## config.mk

```make
export PLATFORM = sky130hd
export DESIGN_NAME = sync_fifo_wr_arb
export DESIGN_NICKNAME = d
export VERILOG_FILES = /design/src/rtl/sync_fifo_wr_arb.sv
export SDC_FILE = /design/constraint.sdc
export NUM_CORES = 1
export LEC_CHECK = 0
export ABC_AREA = 1
export CAP_MARGIN = 20
export CORE_MARGIN = 4
export CORE_UTILIZATION = 30
export DETAILED_ROUTE_END_ITERATION = 12
export GPL_ROUTABILITY_DRIVEN = 0
export PLACE_DENSITY = 0.81
export SLEW_MARGIN = 20
export SYNTH_ARGS = -nofsm -noshare
export SYNTH_HDL_FRONTEND = slang
export SYNTH_SLANG_ARGS = --single-unit
```

## constraint.sdc

```tcl
create_clock -name clk -period 2.65 [get_ports clk]
set_input_delay 0.265 -clock clk [delete_from_list [all_inputs] [get_ports clk]]
set_output_delay 0.265 -clock clk [all_outputs]
set_load 0.02 [all_outputs]
```

## src/rtl/sync_fifo_wr_arb.sv

```systemverilog
// sync_fifo_wr_arb: round-robin burst arbiter feeding the write port of one
// synchronous FIFO from N_REQ valid/ready/last producers. A granted owner keeps
// the port until it sends last, hits MAX_BURST beats, or drops valid, so bursts
// land contiguously in the FIFO. Accepted beats reach fifo_wen/fifo_wdata in the
// same cycle.
// Optional: define SYNC_FIFO_WR_ARB_STATS_EN to add the stall_cnt output.
module sync_fifo_wr_arb #(
  parameter int  N_REQ     = 4,
  parameter int  MAX_BURST = 4,
  parameter type T         = logic [31:0]
) (
  input  logic                       clk,
  input  logic                       rst,
  input  logic [N_REQ-1:0]           req_valid,
  input  logic [N_REQ-1:0]           req_last,
  input  T                           req_data [N_REQ],
  output logic [N_REQ-1:0]           req_ready,
  input  logic                       fifo_full,
  output logic                       fifo_wen,
  output T                           fifo_wdata,
  output logic [$clog2(N_REQ)-1:0]   grant_id,
  output logic                       busy
`ifdef SYNC_FIFO_WR_ARB_STATS_EN
  ,
  output logic [15:0]                stall_cnt
`endif
);

  localparam int IW = $clog2(N_REQ);
  localparam int PW = IW + 1;              // one spare bit so wrap is a plain compare
  localparam int CW = $clog2(MAX_BURST) + 1;

  typedef enum logic {IDLE, BURST} state_t;

  state_t          state_q, state_d;
  logic [IW-1:0]   rr_ptr_q, rr_ptr_d;
  logic [IW-1:0]   grant_q, grant_d;
  logic [CW-1:0]   beat_cnt_q, beat_cnt_d;

  logic            rr_found;
  logic [IW-1:0]   rr_sel;
  logic [PW-1:0]   idx_w;
  logic [IW-1:0]   sel_idx;

  // owner+1 with wrap to 0; works for non-power-of-2 N_REQ
  function automatic logic [IW-1:0] inc_idx(input logic [IW-1:0] i);
    logic [PW-1:0] t;
    t = {1'b0, i} + PW'(1);
    if (t >= PW'(N_REQ)) t = '0;
    return t[IW-1:0];
  endfunction

  // round-robin search: first valid index starting at rr_ptr, wrapping mod N_REQ
  always_comb begin
    rr_found = 1'b0;
    rr_sel   = rr_ptr_q;
    idx_w    = '0;
    for (int k = 0; k < N_REQ; k++) begin
      idx_w = {1'b0, rr_ptr_q} + PW'(k);
      if (idx_w >= PW'(N_REQ)) idx_w = idx_w - PW'(N_REQ);
      if (!rr_found && req_valid[idx_w[IW-1:0]]) begin
        rr_found = 1'b1;
        rr_sel   = idx_w[IW-1:0];
      end
    end
  end

  // only the owner is eligible mid-burst; otherwise the round-robin pick
  assign sel_idx    = (state_q == BURST) ? grant_q : rr_sel;
  assign fifo_wdata = req_data[sel_idx];
  assign fifo_wen   = |(req_valid & req_ready);
  assign grant_id   = grant_q;
  assign busy       = (state_q == BURST);

  // next-state, handshake and pointer update; full or reset freezes everything
  always_comb begin
    state_d    = state_q;
    rr_ptr_d   = rr_ptr_q;
    grant_d    = grant_q;
    beat_cnt_d = beat_cnt_q;
    req_ready  = '0;
    if (!rst && !fifo_full) begin
      case (state_q)
        IDLE: begin
          if (rr_found) begin
            req_ready[rr_sel] = 1'b1;
            grant_d           = rr_sel;
            if (req_last[rr_sel] || MAX_BURST == 1) begin
              rr_ptr_d = inc_idx(rr_sel);
            end else begin
              state_d    = BURST;
              beat_cnt_d = CW'(1);
            end
          end
        end
        BURST: begin
          if (req_valid[grant_q]) begin
            req_ready[grant_q] = 1'b1;
            if (req_last[grant_q] || (beat_cnt_q + CW'(1) == CW'(MAX_BURST))) begin
              state_d    = IDLE;
              beat_cnt_d = '0;
              rr_ptr_d   = inc_idx(grant_q);
            end else begin
              beat_cnt_d = beat_cnt_q + CW'(1);
            end
          end else begin
            // bubble from the owner: give the port up rather than stall others
            state_d    = IDLE;
            beat_cnt_d = '0;
            rr_ptr_d   = inc_idx(grant_q);
          end
        end
        default: state_d = IDLE;
      endcase
    end
  end

  // state registers
  always_ff @(posedge clk or posedge rst) begin
    if (rst) begin
      state_q    <= IDLE;
      rr_ptr_q   <= '0;
      grant_q    <= '0;
      beat_cnt_q <= '0;
    end else begin
      state_q    <= state_d;
      rr_ptr_q   <= rr_ptr_d;
      grant_q    <= grant_d;
      beat_cnt_q <= beat_cnt_d;
    end
  end

`ifdef SYNC_FIFO_WR_ARB_STATS_EN
  logic [15:0] stall_cnt_q, stall_cnt_d;

  // saturating count of cycles where someone wants to write but the FIFO is full
  always_comb begin
    stall_cnt_d = stall_cnt_q;
    if (|req_valid && fifo_full && stall_cnt_q != 16'hFFFF)
      stall_cnt_d = stall_cnt_q + 16'd1;
  end

  // stall counter register
  always_ff @(posedge clk or posedge rst) begin
    if (rst) stall_cnt_q <= '0;
    else     stall_cnt_q <= stall_cnt_d;
  end

  assign stall_cnt = stall_cnt_q;
`endif

endmodule

```

==> results.toml <==
[run_status]
status = "finished with violations"
violations = "setup timing"

[sta]
setup_violations = 37
hold_viol = 0
rsz0062_at_grt = "true"
timing.final.crit_share_pct = 107
fmax_ghz = 0.351
fin_crit_ps = 2840
fin_setup_tns_ps = -5010
final-max-slew-violation-count = 0
tightest_slew_ps = 415
slew_headroom_pct = 72.2
clock_skew_ps = 4.98
hold_ws_ps = 309
worst_slack_ps = -195

[clock_tree]
root_buffer = "clkbuf_8"
numCtsBuffers = 3
cts.htree.levels = 1
path_clk_slew_ps = 50
clk_latency_ps = 230
cts_tree = "done"
clock_path_buffers = 2
postCtsHoldBufs = 0
cts_sinks = 8

[route]
via_per_inst = 5.18
drt-initial-drc-count = 135
first_pass_iters = 5
drc = 0
routedWlPerCell_um = 17.6
wl_um = 12200
vias = 3572
detail-route-antenna-nets = 0

[finish]
final_cell_mix = "clkdlybuf4s50_1, buf_4, nand2_1"
diodes = 0
nNetsFinal = 742
final_cell_area_um2 = 4940
layout_commonest_cell = "clkdlybuf4s50_1"
layout-drive-gt1-share_pct = 32.0
nFillCells = 586
syn2layout_area_growth_pct = 116

[worst_setup_path]
crit_arrival_ps = 2580
path_max_fanout = 7
path_class = "flip-flop to output pin"
critPathLaunchType = "flip-flop"
reg2reg_slack_ps = 250
required_ps = 2380
end_kind = "output pin"

[die]
rows = 31
core_area_um2 = 7330
die-width_um = 95.3
chipHeight_um = 95.3
io_pins = 179
dieArea_um2 = 9080
start_util_pct = 31.2

[synth]
synth.avg_cell_area_um2 = 6.28
synth.area.top_cells = "o211ai_2, nand2_1, o21ai_0"
synth-seq-area-share_pct = 8.76
synth_cell_type_count = 31
synth_top_area_share_pct = 14.8
syn_nets = 513
synth_top_area_cell = "o211ai_2"
synth.ff_latch_count = 8
netlist_area_um2 = 2290
synthCells = 364
yosys_warnings = 0

[power_and_ir_drop]
vdd_drop_max_v = 0.000809
cellPowerDensity_nw_per_um2 = 1640
p_leak_uw = 0.00218

[placement]
hpwl_um = 8490
pre_cts_ws_ps = -556
port_buffers = 178
post_dp_cell_area_um2 = 4440

[global_routing]
grt_pass1_vias = 3251
grt_antenna_before_repair = 0
grt-ovfl-total = 0
grt_max_degree = 23
gr-usage-all-layers_pct = 21.6
grt_pass1_wl_um = 15700

[worst_hold_path]
hp-class = "primary input to asynchronous set/reset pin"

[run]
drv_cap = 0
-- final timing paths --
kind                               startpoint  cells after the start              to
worst min-delay path                      rst                      2            busy
max in group asynchronous                 rst                      2     rr_ptr_q[0]
worst max-delay path              rr_ptr_q[0]                     16  fifo_wdata[19]
worst min register to register  beat_cnt_q[2]                      2   beat_cnt_q[2]
min in group clk                beat_cnt_q[2]                      2   beat_cnt_q[2]
worst max register to register    rr_ptr_q[0]                     17   beat_cnt_q[0]
-- power by group --
group          total (µW)  leakage (µW)  internal [µW]  switching, µW
clock                 152     0.0000216           98.9           53.1
sequential            271     0.0000996            178           92.7
combinational        7670       0.00206           3640           4030
total                8090       0.00218           3920           4170
-- critical path: stages, from the launching register on --
cell      delay, ps
dfrtp_2         460
buf_8           170
nand2_2          60
nand2_2          80
nand2_1          80
nand2_2         140
nand4_4         150
nand2_4         120
nand2_4          60
nand2_4          70
nand2_4          80
buf_12          160
buf_12          130
or2_1           220
o211ai_1        100
o21ai_1         100
buf_4           170
-- registers in the layout, summed over array words and instances, names as in the netlist --
signal / count
rr_ptr_q: 2
grant_id: 2
beat_cnt_q: 3
busy: 1
-- layer usage --
metal,wire [µm],vias to the layer above,track usage (%),part of all wire (%)
met3,1070,24,6.87,8.8
met2,6400,181,40.2,53
met5,0,-,0,0
li1,-,1703,-,-
met4,242,0,5.05,2.0
met1,4460,1664,23.6,37
-- synthesized netlist by cell type (all sizes together) --
cell type and n:
o22ai 1, a21oi 2, buf 19, nand2 87, a22oi 1, o211ai 31
or2 31, nor2 44, xnor2 1, o21ai 75, nor3 2, nand4 5
ha 10, inv 18, nand3 25, a21boi 1, dfrtp 8, clkbuf 3
-- area by class of cell --
class	instances	area (µm²)	area share [%]
clock buffer	3	41.3	0.836
timing repair buffer	246	2490	50.3
inverter	18	77.6	1.57
multi-input combinational	316	2010	40.6
sequential	8	203	4.10
tap	99	124	2.51
-- through the flow --
step           std cells  utilization (%)  total power [µW]
6_report             690             67.4              8100
2_1_floorplan        364                -              3930
4_1_cts              678             63.5              7180
5_1_grt              690             67.4              8630
3_5_place_dp         659             60.6              6700
3_3_place_gp         659             60.6              6580
-- cell families after synthesis --
family,share of synthesized area (%)
AO/OA/AOI/OAI,34.5
adder cells (fa/ha/maj),5.47
AND/OR/NAND/NOR,41.2
flip-flops,8.76
buffers and inverters,9.69
XOR/XNOR,0.383
-- timing repair --
action,in CTS,in global routing
setup buffers,12,9
pin swaps,20,21
gates resized for setup,196,56
setup endpoints to repair,37,37
gates cloned,4,3
Note: power is estimated with default switching activity, not from simulation.
